## src/rtl/hazard_pkg.sv

```systemverilog
// ---------------------------------------------------------------------------
// hazard_pkg
// Shared types for the 5-stage RV32I hazard controller.
//   fwd_sel_t   : Execute-operand forwarding select encoding
//   stage_tag_t : per-stage shadow tag (valid, regWrite, isLoad, rd)
//   tag_match() : "this stage will write register rs" test used by both the
//                 forwarding units and the load-use detector
// ---------------------------------------------------------------------------
package hazard_pkg;

    localparam int HZ_REG_ADDR_WIDTH = 5;

    typedef enum logic [1:0] {
        FWD_RF = 2'b00,
        FWD_W  = 2'b01,
        FWD_M  = 2'b10
    } fwd_sel_t;

    typedef struct packed {
        logic                         valid;
        logic                         regWrite;
        logic                         isLoad;
        logic [HZ_REG_ADDR_WIDTH-1:0] rd;
    } stage_tag_t;

    localparam stage_tag_t STAGE_BUBBLE = '0;

    // x0 is hard-wired to zero in RV32I, so a write to it must never be
    // treated as a producer for a later reader of x0.
    function automatic logic tag_match(input stage_tag_t                   tag,
                                       input logic [HZ_REG_ADDR_WIDTH-1:0] rs);
        return tag.valid && tag.regWrite && (tag.rd != '0) && (tag.rd == rs);
    endfunction

endpackage

```

## src/rtl/hazard_if.sv

```systemverilog
// ---------------------------------------------------------------------------
// hazard_if
// Bundle between the core datapath and the hazard controller.
//   Decode inputs : validD_i, rsD_i, usesRsD_i, rdD_i, regWriteD_i, isLoadD_i
//   Execute input : pcSrcE_i
//   Outputs       : stallF_o, stallD_o, stallE_o, stallM_o,
//                   flushD_o, flushE_o, flushW_o, fwdSelE_o
// master = datapath side (drives the Decode/Execute info, reads controls)
// slave  = hazard_ctrl side
// ---------------------------------------------------------------------------
interface hazard_if
    import hazard_pkg::*;
#(
    parameter int REG_ADDR_WIDTH = HZ_REG_ADDR_WIDTH,
    parameter int NUM_SRC        = 2
);

    logic                                validD_i;
    logic [NUM_SRC*REG_ADDR_WIDTH-1:0]   rsD_i;
    logic [NUM_SRC-1:0]                  usesRsD_i;
    logic [REG_ADDR_WIDTH-1:0]           rdD_i;
    logic                                regWriteD_i;
    logic                                isLoadD_i;
    logic                                pcSrcE_i;

    logic                                stallF_o;
    logic                                stallD_o;
    logic                                stallE_o;
    logic                                stallM_o;
    logic                                flushD_o;
    logic                                flushE_o;
    logic                                flushW_o;
    logic [NUM_SRC*2-1:0]                fwdSelE_o;

    modport master (
        output validD_i, rsD_i, usesRsD_i, rdD_i, regWriteD_i, isLoadD_i, pcSrcE_i,
        input  stallF_o, stallD_o, stallE_o, stallM_o,
               flushD_o, flushE_o, flushW_o, fwdSelE_o
    );

    modport slave (
        input  validD_i, rsD_i, usesRsD_i, rdD_i, regWriteD_i, isLoadD_i, pcSrcE_i,
        output stallF_o, stallD_o, stallE_o, stallM_o,
               flushD_o, flushE_o, flushW_o, fwdSelE_o
    );

endinterface

```

## src/rtl/hazard_fwd_unit.sv

```systemverilog
// ---------------------------------------------------------------------------
// fwd_unit
// Combinational forwarding select for one Execute-stage source operand.
//   rs_i     : operand register index held in the E shadow stage
//   m_tag_i  : Memory-stage shadow tag
//   w_tag_i  : Writeback-stage shadow tag
//   sel_o    : FWD_M (ALUResult in M), FWD_W (Result in W) or FWD_RF
// ---------------------------------------------------------------------------
module fwd_unit
    import hazard_pkg::*;
(
    input  logic [HZ_REG_ADDR_WIDTH-1:0] rs_i,
    input  stage_tag_t                   m_tag_i,
    input  stage_tag_t                   w_tag_i,
    output fwd_sel_t                     sel_o
);

    // The youngest producer wins, so M is checked before W. A load sitting in
    // M has no data yet (its ALUResult is only the address), so it is skipped
    // here; the load-use stall guarantees the consumer reaches E only once the
    // load has moved on to W.
    always_comb begin
        sel_o = FWD_RF;
        if (tag_match(m_tag_i, rs_i) && !m_tag_i.isLoad) begin
            sel_o = FWD_M;
        end else if (tag_match(w_tag_i, rs_i)) begin
            sel_o = FWD_W;
        end
    end

endmodule

```

## src/rtl/hazard_ctrl.sv

```systemverilog
// ---------------------------------------------------------------------------
// hazard_ctrl
// Pipeline hazard controller for the 5-stage RV32I core (F/D/E/M/W).
// Keeps a shadow pipeline of register tags for E/M/W and produces the
// forwarding selects, load-use stall, branch/jump flush and multi-cycle
// data-memory wait.
//   clk_i : clock
//   rst_i : synchronous, active-high reset
//   hz    : hazard_if slave port (Decode/Execute info in, stall/flush/fwd out)
// Parameters:
//   REG_ADDR_WIDTH : register index width (must equal HZ_REG_ADDR_WIDTH)
//   NUM_SRC        : number of source operands tracked and forwarded
//   MEM_LATENCY    : cycles a load occupies the Memory stage
// ---------------------------------------------------------------------------
module hazard_ctrl
    import hazard_pkg::*;
#(
    parameter int REG_ADDR_WIDTH = HZ_REG_ADDR_WIDTH,
    parameter int NUM_SRC        = 2,
    parameter int MEM_LATENCY    = 1
) (
    input  logic      clk_i,
    input  logic      rst_i,
    hazard_if.slave   hz
);

    stage_tag_t                               e_q, e_d;
    stage_tag_t                               m_q, m_d;
    stage_tag_t                               w_q, w_d;
    logic [NUM_SRC-1:0][REG_ADDR_WIDTH-1:0]   rs_e_q, rs_e_d;

    logic [NUM_SRC-1:0][REG_ADDR_WIDTH-1:0]   rs_d;
    stage_tag_t                               d_tag;

    logic                                     src_hit;
    logic                                     load_use;
    logic                                     ctrl_hazard;
    logic                                     mem_wait;

    logic                                     stall_f;
    logic                                     stall_d;
    logic                                     stall_e;
    logic                                     stall_m;
    logic                                     flush_d;
    logic                                     flush_e;
    logic                                     flush_w;

    fwd_sel_t                                 fwd_sel [NUM_SRC];
    logic [NUM_SRC*2-1:0]                     fwd_vec;

    assign rs_d = hz.rsD_i;

    // Decode-stage tag as it would enter the E shadow stage.
    always_comb begin
        d_tag          = STAGE_BUBBLE;
        d_tag.valid    = hz.validD_i;
        d_tag.regWrite = hz.regWriteD_i;
        d_tag.isLoad   = hz.isLoadD_i;
        d_tag.rd       = hz.rdD_i;
    end

    // Load-use: the Decode instruction actually reads a register that the
    // load currently in E is going to write. Unused operand slots may carry
    // garbage indices, so each slot is qualified by its uses bit.
    always_comb begin
        src_hit = 1'b0;
        for (int k = 0; k < NUM_SRC; k++) begin
            if (hz.usesRsD_i[k] && tag_match(e_q, rs_d[k])) begin
                src_hit = 1'b1;
            end
        end
    end

    assign load_use    = hz.validD_i && e_q.isLoad && src_hit;
    assign ctrl_hazard = hz.pcSrcE_i && e_q.valid;

    // Multi-cycle memory: a load in M freezes everything up to and including
    // M for MEM_LATENCY-1 cycles, feeding bubbles into W meanwhile. The counter
    // only exists when memory is actually slower than one cycle.
    generate
        if (MEM_LATENCY > 1) begin : g_mem_wait
            localparam int WAIT_W = $clog2(MEM_LATENCY);
            localparam logic [WAIT_W-1:0] WAIT_LAST = WAIT_W'(MEM_LATENCY - 1);

            logic [WAIT_W-1:0] wait_cnt_q, wait_cnt_d;

            assign mem_wait = m_q.valid && m_q.isLoad && (wait_cnt_q < WAIT_LAST);

            // Count wait cycles while stalled; drop back to zero the cycle the
            // load is finally allowed to leave M.
            always_comb begin
                wait_cnt_d = '0;
                if (mem_wait) begin
                    wait_cnt_d = wait_cnt_q + WAIT_W'(1);
                end
            end

            // Wait counter register; cleared by reset so no stall survives it.
            always_ff @(posedge clk_i) begin
                if (rst_i) begin
                    wait_cnt_q <= '0;
                end else begin
                    wait_cnt_q <= wait_cnt_d;
                end
            end
        end else begin : g_no_mem_wait
            assign mem_wait = 1'b0;
        end
    endgenerate

    // Hazard priority. The memory wait freezes E, so a branch resolved there
    // is simply held and acted on once the wait ends. A taken branch discards
    // the Decode instruction, so any load-use stall it would have caused is
    // moot and only the flushes are raised.
    always_comb begin
        stall_f = 1'b0;
        stall_d = 1'b0;
        stall_e = 1'b0;
        stall_m = 1'b0;
        flush_d = 1'b0;
        flush_e = 1'b0;
        flush_w = 1'b0;
        if (mem_wait) begin
            stall_f = 1'b1;
            stall_d = 1'b1;
            stall_e = 1'b1;
            stall_m = 1'b1;
            flush_w = 1'b1;
        end else if (ctrl_hazard) begin
            flush_d = 1'b1;
            flush_e = 1'b1;
        end else if (load_use) begin
            stall_f = 1'b1;
            stall_d = 1'b1;
            flush_e = 1'b1;
        end
    end

    // Shadow pipeline advance, mirroring exactly what the real pipeline
    // registers do with the stall/flush controls issued this cycle. Bubbles
    // also clear the E source indices so they cannot trigger forwarding.
    always_comb begin
        w_d    = flush_w ? STAGE_BUBBLE : m_q;
        m_d    = stall_m ? m_q : e_q;
        e_d    = e_q;
        rs_e_d = rs_e_q;
        if (!stall_e) begin
            if (flush_e) begin
                e_d    = STAGE_BUBBLE;
                rs_e_d = '0;
            end else begin
                e_d       = d_tag;
                e_d.valid = hz.validD_i && !flush_d;
                rs_e_d    = rs_d;
            end
        end
    end

    // Shadow stage registers; reset wipes every tag so nothing forwards or
    // stalls on instructions that were in flight before reset.
    always_ff @(posedge clk_i) begin
        if (rst_i) begin
            e_q    <= STAGE_BUBBLE;
            m_q    <= STAGE_BUBBLE;
            w_q    <= STAGE_BUBBLE;
            rs_e_q <= '0;
        end else begin
            e_q    <= e_d;
            m_q    <= m_d;
            w_q    <= w_d;
            rs_e_q <= rs_e_d;
        end
    end

    generate
        for (genvar k = 0; k < NUM_SRC; k++) begin : g_fwd
            fwd_unit u_fwd (
                .rs_i    (rs_e_q[k]),
                .m_tag_i (m_q),
                .w_tag_i (w_q),
                .sel_o   (fwd_sel[k])
            );
        end
    endgenerate

    // Pack per-operand selects: operand k occupies bits [k*2 +: 2].
    always_comb begin
        fwd_vec = '0;
        for (int k = 0; k < NUM_SRC; k++) begin
            fwd_vec[k*2 +: 2] = fwd_sel[k];
        end
    end

    // Outputs are forced low while reset is asserted, since the shadow state
    // only clears at the next edge.
    assign hz.stallF_o  = stall_f && !rst_i;
    assign hz.stallD_o  = stall_d && !rst_i;
    assign hz.stallE_o  = stall_e && !rst_i;
    assign hz.stallM_o  = stall_m && !rst_i;
    assign hz.flushD_o  = flush_d && !rst_i;
    assign hz.flushE_o  = flush_e && !rst_i;
    assign hz.flushW_o  = flush_w && !rst_i;
    assign hz.fwdSelE_o = rst_i ? '0 : fwd_vec;

endmodule
```

## src/flat_wrapper.sv

```systemverilog
// flat-port wrapper written by rule: the top's interface ports become plain ports
module hazard_ctrl_flat import hazard_pkg::*;
#(
    parameter int REG_ADDR_WIDTH = HZ_REG_ADDR_WIDTH,
    parameter int NUM_SRC        = 2,
    parameter int MEM_LATENCY    = 1
)
  (clk_i, rst_i, hz_validD_i, hz_rsD_i, hz_usesRsD_i, hz_rdD_i, hz_regWriteD_i, hz_isLoadD_i, hz_pcSrcE_i, hz_stallF_o, hz_stallD_o, hz_stallE_o, hz_stallM_o, hz_flushD_o, hz_flushE_o, hz_flushW_o, hz_fwdSelE_o);
  hazard_if #(.REG_ADDR_WIDTH(REG_ADDR_WIDTH), .NUM_SRC(NUM_SRC)) hz_i ();
  input  logic clk_i;
  input  logic rst_i;
  input wire logic [$bits(hz_i.validD_i)-1:0] hz_validD_i;
  input wire logic [$bits(hz_i.rsD_i)-1:0] hz_rsD_i;
  input wire logic [$bits(hz_i.usesRsD_i)-1:0] hz_usesRsD_i;
  input wire logic [$bits(hz_i.rdD_i)-1:0] hz_rdD_i;
  input wire logic [$bits(hz_i.regWriteD_i)-1:0] hz_regWriteD_i;
  input wire logic [$bits(hz_i.isLoadD_i)-1:0] hz_isLoadD_i;
  input wire logic [$bits(hz_i.pcSrcE_i)-1:0] hz_pcSrcE_i;
  output wire logic [$bits(hz_i.stallF_o)-1:0] hz_stallF_o;
  output wire logic [$bits(hz_i.stallD_o)-1:0] hz_stallD_o;
  output wire logic [$bits(hz_i.stallE_o)-1:0] hz_stallE_o;
  output wire logic [$bits(hz_i.stallM_o)-1:0] hz_stallM_o;
  output wire logic [$bits(hz_i.flushD_o)-1:0] hz_flushD_o;
  output wire logic [$bits(hz_i.flushE_o)-1:0] hz_flushE_o;
  output wire logic [$bits(hz_i.flushW_o)-1:0] hz_flushW_o;
  output wire logic [$bits(hz_i.fwdSelE_o)-1:0] hz_fwdSelE_o;
  assign hz_i.validD_i = hz_validD_i;
  assign hz_i.rsD_i = hz_rsD_i;
  assign hz_i.usesRsD_i = hz_usesRsD_i;
  assign hz_i.rdD_i = hz_rdD_i;
  assign hz_i.regWriteD_i = hz_regWriteD_i;
  assign hz_i.isLoadD_i = hz_isLoadD_i;
  assign hz_i.pcSrcE_i = hz_pcSrcE_i;
  assign hz_stallF_o = hz_i.stallF_o;
  assign hz_stallD_o = hz_i.stallD_o;
  assign hz_stallE_o = hz_i.stallE_o;
  assign hz_stallM_o = hz_i.stallM_o;
  assign hz_flushD_o = hz_i.flushD_o;
  assign hz_flushE_o = hz_i.flushE_o;
  assign hz_flushW_o = hz_i.flushW_o;
  assign hz_fwdSelE_o = hz_i.fwdSelE_o;
  hazard_ctrl #(.REG_ADDR_WIDTH(REG_ADDR_WIDTH), .NUM_SRC(NUM_SRC), .MEM_LATENCY(MEM_LATENCY)) u_core (.clk_i(clk_i), .rst_i(rst_i), .hz(hz_i));
endmodule
```

## config.mk

```make
export PLATFORM = sky130hd
export DESIGN_NAME = hazard_ctrl_flat
export DESIGN_NICKNAME = d
export VERILOG_FILES = /design/src/rtl/hazard_pkg.sv /design/src/rtl/hazard_if.sv /design/src/rtl/hazard_fwd_unit.sv /design/src/rtl/hazard_ctrl.sv /design/src/flat_wrapper.sv
export SDC_FILE = /design/constraint.sdc
export NUM_CORES = 1
export LEC_CHECK = 0
export BUFFER_PORTS_ARGS = -buffer_cell sky130_fd_sc_hd__buf_2
export CAP_MARGIN = 10
export CORE_MARGIN = 2
export CORE_UTILIZATION = 50
export DETAILED_ROUTE_END_ITERATION = 8
export PLACE_DENSITY_LB_ADDON = 0.08
export REMOVE_ABC_BUFFERS = 1
export SYNTH_ARGS = -nofsm -noshare
export SYNTH_HDL_FRONTEND = slang
export SYNTH_SLANG_ARGS = --single-unit
export TNS_END_PERCENT = 10
```

## constraint.sdc

```tcl
create_clock -name clk_i -period 2.8 [get_ports clk_i]
set_input_delay 0.56 -clock clk_i [delete_from_list [all_inputs] [get_ports clk_i]]
set_output_delay 0.56 -clock clk_i [all_outputs]
set_load 0.01 [all_outputs]
```

Word-level counts from Yosys, hierarchy flattened
Index checks and enable logic that the tools add are counted.

Word-level logic and storage cells: 60. Input bits: 23. Bits in registers: 33. Output and inout bits: 11.

Reduce and logical (&&, ||, !) cells: 30. Mux-type cells: 11. Eq/ne operators: 6.

Operators with widths (number): == test 5 bit (6); logical AND 1 bit (23); nonzero test 5 bit (3); 2-to-1 mux 1 bit (8); 2-to-1 mux 2 bit (2); 2-to-1 mux 4 bit (1); logical NOT 1 bit (3); OR reduction 2 bit (1).

Longest topological paths before layout
Gate-level depths: netlist (run 1).

Depth after elaboration: 10. Gate-level depth with buffers: 6. Gate-level depth less buffers: 4.

Hierarchy
Synthesis (run 1) repeated with hierarchy kept, for this count alone.

Cells, all modules: 166. Area, all modules: 1530.2 um^2.

Modules (own cells, without submodules): hazard_ctrl (seq. area each 680.7 um^2, times used 1, area an instance 1209.9 um^2, cells each 126); fwd_unit (seq. area each 0.0 um^2, times used 2, area an instance 160.2 um^2, cells each 20).

Least setup slack after synthesis (run 1)
OpenSTA, ideal clock, no wires.

Path type: input-to-output. From: input port hz_rsD_i[0]. To: output port hz_stallF_o. Cell stages on the path: 6. Path buffers: 2. Data arrival time: 1.518 ns. Required time: 2.240 ns. Slack: 0.722 ns. Path through: xnor2_1 nand4_1 o22ai_1 buf_2 and3_1 buf_4.

Longest elaborated chain between the ends: 9.

Ends and longest elaborated chain: start: declaration (RTL line flat_wrapper.sv:13) `input wire logic [$bits(hz_i.rsD_i)-1:0] hz_rsD_i;`; == test 5 bit (RTL line hazard_pkg.sv:32) `return tag.valid && tag.regWrite && (tag.rd != '0) && (tag.rd == rs);`; logical AND 1 bit (RTL line hazard_pkg.sv:32); logical AND 1 bit (RTL line hazard_ctrl.sv:68) `if (hz.usesRsD_i[k] && tag_match(e_q, rs_d[k])) begin`; 2-to-1 mux 1 bit (2 in series) (RTL line hazard_ctrl.sv:68); logical AND 1 bit (RTL line hazard_ctrl.sv:74) `assign load_use = hz.validD_i && e_q.isLoad && src_hit;`; 2-to-1 mux 1 bit (2 in series); logical AND 1 bit; end: declaration (RTL line flat_wrapper.sv:19) `output wire logic [$bits(hz_i.stallF_o)-1:0] hz_stallF_o;`.

No other way between the ends.

Worst setup path after layout (run 1)
From: register u_core.w_q[0] (netlist name). To: output port hz_fwdSelE_o[0].

Longest elaborated chain between the ends: 6. Elaborated cells between the ends (all ways): 7. Classes of those cells: eq/ne: 1; mux: 3; reduce/logical: 3.

Ends and longest elaborated chain: start: declaration (RTL line hazard_ctrl.sv:29) `stage_tag_t w_q, w_d;`; start signal: assignment (RTL line hazard_ctrl.sv:170) `w_q <= w_d;`; nonzero test 5 bit (RTL line hazard_pkg.sv:32); logical AND 1 bit (RTL line hazard_pkg.sv:32); logical AND 1 bit (*) (RTL line hazard_pkg.sv:32); 2-to-1 mux 1 bit (*) (RTL line hazard_fwd_unit.sv:26) `end else if (tag_match(w_tag_i, rs_i)) begin`; 2-to-1 mux 2 bit (*) (RTL line hazard_fwd_unit.sv:24) `if (tag_match(m_tag_i, rs_i) && !m_tag_i.isLoad) begin`; 2-to-1 mux 4 bit (*) (RTL line hazard_ctrl.sv:203) `assign hz.fwdSelE_o = rst_i ? '0 : fwd_vec;`; end: declaration (RTL line flat_wrapper.sv:26) `output wire logic [$bits(hz_i.fwdSelE_o)-1:0] hz_fwdSelE_o;`.

Every way passes the cells marked *; elsewhere a longest branch is shown, timed or not.

==> flow_summary.toml, run 1 <==
[finish]
fin_cells = 222
finalNetCount = 213
finalInstanceArea_um2 = 1660
fin_util_pct = 60.6
antennaDiodeCount = 0
fillers = 254
multi_input_area_um2 = 707
register_area_um2 = 661
area_growth_pct = 16.4
drive_above_1_share_pct = 23.6

[die]
ioPinCount = 34
fp.dieW_um = 57.3
start_util_pct = 52.0
core_um2 = 2730
die_area_um2 = 3290
die_h_um = 57.3
rows = 19

[synth]
yosys_warnings = 0
synth_top_cell_by_area = "dfxtp_1"
synth_cell_types = 26
synth-edff-count = 0
synthCells = 156
synth_common_cells = "dfxtp_1 (33), a21oi_1 (20), nand2_1 (20), xnor2_1 (20), nor2b_1 (15)"
yosysSeqAreaShare_pct = 46.4
syn_area_um2 = 1420
synth-main-ff-cell = "dfxtp_1"
avgSynthCellArea_um2 = 9.12
synth_most_common_cell = "dfxtp_1"
ys_top_cells_by_area = "dfxtp_1 (46%), xnor2_1 (12%), a21oi_1 (7.0%)"
synth-async-reset-ratio_pct = 0
ys_ff_latch = 33
synth_top_cell_area_share_pct = 46.4

[cts]
cts-root-buf = "clkbuf_4"
holdBufCountCts = 0
cts_setup_buffers = 0
clk_latency_ns = 0.33
cts.sinks = 33
cts_tree = "done"
cts_buffer_depth = 2
clk_pin_slew_worst_paths_ns = 0.10
post_cts_resized = 0
htree_levels = 2
cts_buffers = 5

[global_routing]
track_usage_pct = 18.8
grt.met3_usage_pct = 7.71
grt_max_degree = 20
grt_pass1_vias = 1103
grt_pass1_wl_um = 4670
grt_remaining_overflow = 0
grt_busiest_layer = "met2"
met1_usage_pct = 22.0
grt.met2_usage_pct = 31.0
antenna_found_initial = 0

[drt]
drt.antenna.violating_nets = 0
routed-via-count = 1115
first_pass_iters = 4
routedWlPerCell_um = 12.2
drt_iter0_drc = 37
detail_route.vias_per_cell = 5.02
drt-total-wl_um = 2710
drc = 0

[critical_path]
crit_arrival_ns = 1.88
path_class = "register to primary output"
crit_fanout = 3
ff2ff_path_depth = 5
rrSetupSlack_ns = 1.19
r2r_start = "u_core.e_q[0]$_SDFF_PP0_"
critPathRequiredTime_ns = 2.24
critPathCapture = "hz_fwdSelE_o[0]"
crit_start = "u_core.w_q[0]$_SDFF_PP0_"
crit_path_end_kind = "primary output"
cp-start-kind = "register"
r2r-end = "u_core.rs_e_q[0]$_SDFF_PP0_"

[power_and_ir_drop]
p_sw_uw = 221
vdd_drop_max_mv = 0.400
clkPwrFrac_pct = 28.7
p_leak_nw = 0.753
internal_power_uw = 640
p_per_area_nw_per_um2 = 520
comb_power_share_pct = 11.8
p_seq_share_pct = 59.5
netSwitchingFraction_pct = 25.7

[sta]
fmax_mhz = 409
fin_crit_ns = 2.44
tns_ns = 0
hold_viol = 0
hold_ws_ns = 0.434
finalSetupViolCount = 0
max_slew_margin_pct = 62.6
drv_slew = 0
fin_crit_sh_pct = 87.3
rsz0062_at_grt = "no"
tightest_slew_ns = 0.561
fin_skew_ns = 0.00436

[flow_run]
cap_violations = 0

[placement]
place_congestion = 0.826
port_buffers = 30
placed_cell_area_um2 = 1610
dp_hpwl_um = 2120
dp.cells = 214

[outcome]
status = "completed"

[worst_hold_path]
hp-class = "primary input to register"
==> kinds of logic after synthesis <==
logic type	after synthesis	synth area share (%)
other cells	1	0.264
buf+inv	12	4.40
xor+xnor	30	18.5
simple gates	55	20.3
flops	33	46.4
compound gates	25	10.1
==> critical path: stages (launching register included) <==
cell and delay [ns]:
dfxtp_1 0.34, or4_1 0.55, o2111a_1 0.27, and4_1 0.16, o31a_1 0.09, buf_2 0.13
==> power groups by stage <==
stage                     sequential [mW]  combinational (mW)  clock, mW
after floorplan                     0.519              0.0638          0
after global placement              0.523              0.0994          0
after detailed placement            0.524               0.102          0
after CTS                           0.513               0.102      0.257
after global routing                0.516               0.116      0.282
final                               0.513               0.101      0.247
==> stage by stage <==
step	power, mW	setup slack, ns
floorplan	0.582	0.318
global placement	0.622	0.504
detailed placement	0.626	0.462
CTS	0.873	0.319
global route	0.914	0.234
finish	0.862	0.356
==> flip-flops by register name (all words and copies together), names as in the netlist <==
register / cells
u_core.rs_e_q: 10
u_core.e_q: 8
u_core.m_q: 8
u_core.w_q: 7
==> how the worst min path moves through the flow <==
stage | slack [ns] | cells after the start | startpoint | end
4_1_cts | 0.42 | 3 | hz_rdD_i[1] | u_core.e_q[1]$_SDFF_PP0_
6_report | 0.43 | 3 | hz_rdD_i[2] | u_core.e_q[2]$_SDFF_PP0_
2_1_floorplan | 0.44 | 1 | u_core.e_q[5]$_SDFF_PP0_ | u_core.m_q[5]$_SDFF_PP0_
3_5_place_dp | 0.45 | 1 | u_core.m_q[7]$_SDFF_PP0_ | u_core.w_q[7]$_SDFF_PP0_
3_3_place_gp | 0.45 | 1 | u_core.m_q[6]$_SDFF_PP0_ | u_core.w_q[6]$_SDFF_PP0_
5_1_grt | 0.43 | 3 | hz_isLoadD_i | u_core.e_q[5]$_SDFF_PP0_
==> layout by cell type (no fill, tap or decap), drive strengths merged, types with 2 or more instances in the layout <==
| master | synthesis | final |
|---|---|---|
| nor2 | 3 | 3 |
| nor2b | 15 | 15 |
| xnor2 | 20 | 20 |
| conb | 1 | 3 |
| nor3 | 4 | 4 |
| buf | 6 | 36 |
| nand2 | 20 | 20 |
| dfxtp | 33 | 33 |
| xor2 | 10 | 10 |
| a21oi | 21 | 21 |
| clkinv | 0 | 2 |
| nand4 | 6 | 6 |
| clkbuf | 5 | 6 |
==> area by class of cell <==
class                      instances  area share (%)
clock buffer                       6            2.49
clock inverter                     2           0.604
inverter                           1           0.227
multi-input combinational        113            42.7
sequential                        33            39.9
tap                               31            2.34
timing repair buffer              36            11.8
==> routing by layer <==
| metal | part of all wire (%) | vias to the layer above | wire (um) |
|---|---|---|---|
| met5 | 0 | - | 0 |
| met1 | 42 | 494 | 1150 |
| met2 | 50 | 35 | 1340 |
| met3 | 6.4 | 5 | 173 |
| li1 | - | 581 | - |
| met4 | 1.6 | 0 | 44 |
No activity file was read; power rests on OpenSTA's default activity.
==> inputs of run 2 (changes only) <==
CORE_UTILIZATION = 56   (was 50)
==> flow_summary.toml, run 2 (same netlist as run 1, synthesis figures left out) <==
[outcome]
status = "completed"

[die]
die_area_um2 = 2960
ioPinCount = 34
rows = 18
start_util_pct = 58.5
die_h_um = 54.4
core_um2 = 2430
fp.dieW_um = 54.4

[sta]
fin_crit_ns = 2.41
worst_slack_ns = 0.390
tns_ns = 0
fin_skew_ns = 0.00271
fin_crit_sh_pct = 86.1
fmax_mhz = 415
rsz0062_at_grt = "no"
hold_viol = 0
drv_slew = 0
finalSetupViolCount = 0

[critical_path]
ff2ff_path_depth = 4
crit_arrival_ns = 1.85
critPathRequiredTime_ns = 2.24
crit_path_end_kind = "primary output"
crit_chain = "or4_1, o2111a_1, and4_1, o31a_1, buf_2"
r2r_start = "u_core.e_q[1]$_SDFF_PP0_"
r2r-end = "u_core.rs_e_q[2]$_SDFF_PP0_"
cp-start-kind = "register"
path_class = "register to primary output"
critical_path.max_stage_delay_ns = 0.53
rrSetupSlack_ns = 1.42
slowest_stage = "or4_1"
crit_fanout = 3

[cts]
cts-root-buf = "clkbuf_4"
cts_tree = "done"
cts_buffer_depth = 2
clk_pin_slew_worst_paths_ns = 0.09
clk_latency_ns = 0.33
cts_setup_buffers = 0
htree_levels = 2
post_cts_resized = 0
cts.sinks = 33
holdBufCountCts = 0
cts_buffers = 5

[drt]
drt.antenna.violating_nets = 0
detail_route.vias_per_cell = 5.18
drc = 0
drt_iter0_drc = 13
first_pass_iters = 4
routedWlPerCell_um = 12.3
routed-via-count = 1130
drt-total-wl_um = 2690

[power_and_ir_drop]
p_seq_share_pct = 58.3
vdd_drop_max_mv = 0.466
comb_power_share_pct = 11.5
netSwitchingFraction_pct = 24.7
clkPwrFrac_pct = 30.2
p_sw_uw = 217
p_per_area_nw_per_um2 = 535
p_leak_nw = 0.742
internal_power_uw = 662

[flow_run]
cap_violations = 0

[worst_hold_path]
hp-class = "primary input to register"
worstHoldPathCells = 3
min_from = "hz_rdD_i[4]"
hold_end = "u_core.e_q[4]$_SDFF_PP0_"

[global_routing]
grt_remaining_overflow = 0
track_usage_pct = 21.0
grt_pass1_vias = 1028
grt_max_degree = 20
grt_pass1_wl_um = 4230
antenna_found_initial = 0

[finish]
antennaDiodeCount = 0
top_regs = "u_core.rs_e_q x10, u_core.e_q x8, u_core.m_q x8"
final_common_cell = "dfxtp_1"
largest_reg_flops = 10
finalNetCount = 211
area_growth_pct = 15.6
multi_input_area_um2 = 707
layout_common_cells = "dfxtp_1 (33), buf_2 (30), xnor2_1 (20), a21oi_1 (20), nand2_1 (20)"
regMostFlops = "u_core.rs_e_q"
register_area_um2 = 661
drive_above_1_share_pct = 22.3
fillers = 204

[placement]
place_congestion = 0.788
post-place-ws_ns = 0.573
port_buffers = 30
dp_hpwl_um = 2080
-- run 2: cell types whose count changed in the layout (fill, tap and decap cells not counted), sizes merged --
cell / previous run / this run
clkinv: 2 / 0
clkbuf: 6 / 7
buf: 36 / 34
-- run 2: critical path: cells and delay by family (launching register included) --
kind            cells  cell delay (ns)
simple gates        2             0.69
flops               1             0.35
buf+inv             1             0.13
compound gates      2             0.36
-- run 2: worst max path at each step --
| stage | cells after the start | slack (ns) | from | to |
|---|---|---|---|---|
| 2_1_floorplan | 4 | 0.32 | hz_rsD_i[0] | hz_stallD_o |
| 3_3_place_gp | 7 | 0.61 | hz_rsD_i[4] | hz_stallF_o |
| 3_5_place_dp | 7 | 0.57 | hz_rsD_i[9] | hz_stallF_o |
| 4_1_cts | 5 | 0.35 | u_core.w_q[0]$_SDFF_PP0_ | hz_fwdSelE_o[0] |
| 5_1_grt | 5 | 0.29 | u_core.w_q[0]$_SDFF_PP0_ | hz_fwdSelE_o[0] |
| 6_report | 5 | 0.39 | u_core.w_q[0]$_SDFF_PP0_ | hz_fwdSelE_o[0] |
-- run 2: area by class of cell --
cell class,instances,area share (%)
Tap cell,30,2.28
Inverter,1,0.228
Clock buffer,7,3.35
Sequential cell,33,40.2
Timing Repair Buffer,34,11.0
Multi-Input combinational cell,113,43.0
-- run 2: power groups by stage --
stage / Clock, mW / Sequential, mW / Combinational (mW)
global route: 0.289 / 0.516 / 0.113
detailed placement: 0 / 0.524 / 0.101
global placement: 0 / 0.523 / 0.0976
floorplan: 0 / 0.519 / 0.0638
finish: 0.266 / 0.513 / 0.101
CTS: 0.273 / 0.513 / 0.101
-- run 2: stage by stage --
stage	power [mW]	cell area (um^2)	hold WS (ns)	util (%)	instances
finish	0.879	1640	0.437	67.6	218
global route	0.918	1640	0.435	67.6	218
CTS	0.887	1640	0.423	67.6	218
detailed placement	0.625	1590	0.453	65.3	211
global placement	0.620	1590	0.447	65.3	211
floorplan	0.582	1370	0.438	-	147
-- run 2: routing by layer --
| metal | up-vias | track usage (%) | part of all wire [%] |
|---|---|---|---|
| met5 | - | 0 | 0 |
| met4 | 0 | 10.8 | 3.1 |
| met3 | 8 | 8.47 | 5.6 |
| met2 | 36 | 33.3 | 47 |
| met1 | 513 | 24.3 | 44 |
| li1 | 573 | - | - |
==> inputs of run 3 (changes only) <==
ABC_AREA = 1   (was default)
CORE_UTILIZATION = 57   (was 56)
==> flow_summary.toml, run 3 <==
[sta]
fin_crit_sh_pct = 74.6
rsz0062_at_grt = "no"
drv_slew = 0
fmax_mhz = 479
tns_ns = 0
fin_crit_ns = 2.09
hold_viol = 0
fin_skew_ns = 0.0104
finalSetupViolCount = 0

[drt]
drt-total-wl_um = 2940
detail_route.vias_per_cell = 4.64
routed-via-count = 1360
drt_iter0_drc = 50
routedWlPerCell_um = 10.0
drc = 0
drt.antenna.violating_nets = 0
first_pass_iters = 4

[die]
die_h_um = 55.6
rows = 18
start_util_pct = 60.8
fp.dieW_um = 55.6
core_um2 = 2500
die_area_um2 = 3100
ioPinCount = 34

[placement]
port_buffers = 30
placed_cell_area_um2 = 1670
place_congestion = 0.861
dp_hpwl_um = 2360

[critical_path]
crit_path_end_kind = "primary output"
ff2ff_path_depth = 9
slowest_stage = "dfxtp_1"
critical_path.max_stage_delay_ns = 0.39
critPathRequiredTime_ns = 2.24
cp-start-kind = "register"
crit_arrival_ns = 1.53
crit_chain = "inv_1, nand2_1, nand3_1, nor3_1, nand2_1, nor3_1, buf_2"
crit_fanout = 4
path_class = "register to primary output"

[finish]
final_common_cell = "nor2_1"
area_growth_pct = 15.6
antennaDiodeCount = 0
largest_reg_flops = 10
finalNetCount = 285
fillers = 231
layout_common_cells = "nor2_1 (55), nand2_1 (49), inv_1 (42)"
regMostFlops = "u_core.rs_e_q"
finalInstanceArea_um2 = 1760
top_regs = "u_core.rs_e_q x10, u_core.e_q x8, u_core.m_q x8"
drive_above_1_share_pct = 16.7

[flow_run]
cap_violations = 0

[global_routing]
antenna_found_initial = 0
grt_pass1_vias = 1227
grt_pass1_wl_um = 5070
grt_remaining_overflow = 0
track_usage_pct = 21.4
grt_max_degree = 19

[synth]
synth-async-reset-ratio_pct = 0
synth_most_common_cell = "nor2_1"
synth_cell_types = 22
syn_area_um2 = 1520
synth-edff-count = 0
yosys_warnings = 0
synth_common_cells = "nor2_1 (55), nand2_1 (49), inv_1 (42)"
ys_top_cells_by_area = "dfxtp_1 (43%), nor2_1 (14%), nand2_1 (12%)"
synth-main-ff-cell = "dfxtp_1"
yosysSeqAreaShare_pct = 43.5
synthCells = 229
synth_top_cell_area_share_pct = 43.5
ys_ff_latch = 33
avgSynthCellArea_um2 = 6.64
synth_top_cell_by_area = "dfxtp_1"

[power_and_ir_drop]
p_leak_nw = 0.952
p_per_area_nw_per_um2 = 567
vdd_drop_max_mv = 0.588

[cts]
htree_levels = 2
post_cts_resized = 0
cts_tree = "done"
cts-root-buf = "clkbuf_4"
clk_latency_ns = 0.34
cts_buffers = 5
clk_pin_slew_worst_paths_ns = 0.10
cts_buffer_depth = 2
cts_setup_buffers = 0
cts.sinks = 33
holdBufCountCts = 0

[worst_hold_path]
hp-class = "primary input to register"
worstHoldPathCells = 3

[outcome]
status = "completed"
==> run 3: kinds of logic (layout without fill, tap and decap cells) <==
group                     count (synthesis)  in the layout  share of synthesized area [%]
and+or+nand+nor                         128            128                           34.5
buffers and inverters                    52             84                           14.4
DFF                                      33             33                           43.5
xor gates and xnor gates                  9              9                           5.19
AOI/OAI and AO/OA                         6              6                           2.22
other                                     1              3                          0.247
==> run 3: path summary, 6_finish.rpt <==
kind	endpoint	slack, ns	startpoint
worst max-delay path	hz_fwdSelE_o[1]	0.71	u_core.m_q[1]$_SDFF_PP0_
worst min-delay path	u_core.e_q[6]$_SDFF_PP0_	0.42	hz_regWriteD_i
worst max register to register	u_core.rs_e_q[0]$_SDFF_PP0_	1.53	u_core.e_q[1]$_SDFF_PP0_
worst min register to register	u_core.w_q[6]$_SDFF_PP0_	0.43	u_core.m_q[6]$_SDFF_PP0_
==> run 3: metrics by stage <==
step | cells | util, % | setup WS (ns) | power, mW | hold slack, ns
after floorplan | 224 | - | 0.969 | 0.593 | 0.403
after global placement | 285 | 66.9 | 0.812 | 0.634 | 0.409
after detailed placement | 285 | 66.9 | 0.810 | 0.636 | 0.414
after CTS | 293 | 70.3 | 0.689 | 1.01 | 0.403
after global routing | 293 | 70.3 | 0.496 | 1.04 | 0.411
final | 293 | 70.3 | 0.712 | 0.997 | 0.416
==> run 3: cell type report <==
cell class / count / area, um^2 / share of cell area (%)
Multi-Input combinational cell: 146 / 648 / 36.9
Clock inverter: 1 / 30.0 / 1.71
Inverter: 45 / 169 / 9.61
Clock buffer: 7 / 55.1 / 3.13
Timing Repair Buffer: 31 / 158 / 8.97
Tap cell: 30 / 37.5 / 2.14
Sequential cell: 33 / 661 / 37.6
==> run 3: layer usage <==
layer | GRT usage (%) | share of wire, %
met5 | 0 | 0
met4 | 12.2 | 2.3
met3 | 6.05 | 5.9
met2 | 35.4 | 48
met1 | 24.8 | 44
==> run 3: report_power, final <==
part,switching (mW),internal (mW)
Clock,0.158,0.213
Sequential,0.0186,0.492
Combinational,0.0659,0.0493
==> run 3: worst max-delay path: cells and delay by family (launching register included) <==
| kind | cells | cell delay [ns] |
|---|---|---|
| AND/OR/NAND/NOR | 5 | 0.57 |
| buffers and inverters | 2 | 0.23 |
| flip-flops | 1 | 0.39 |
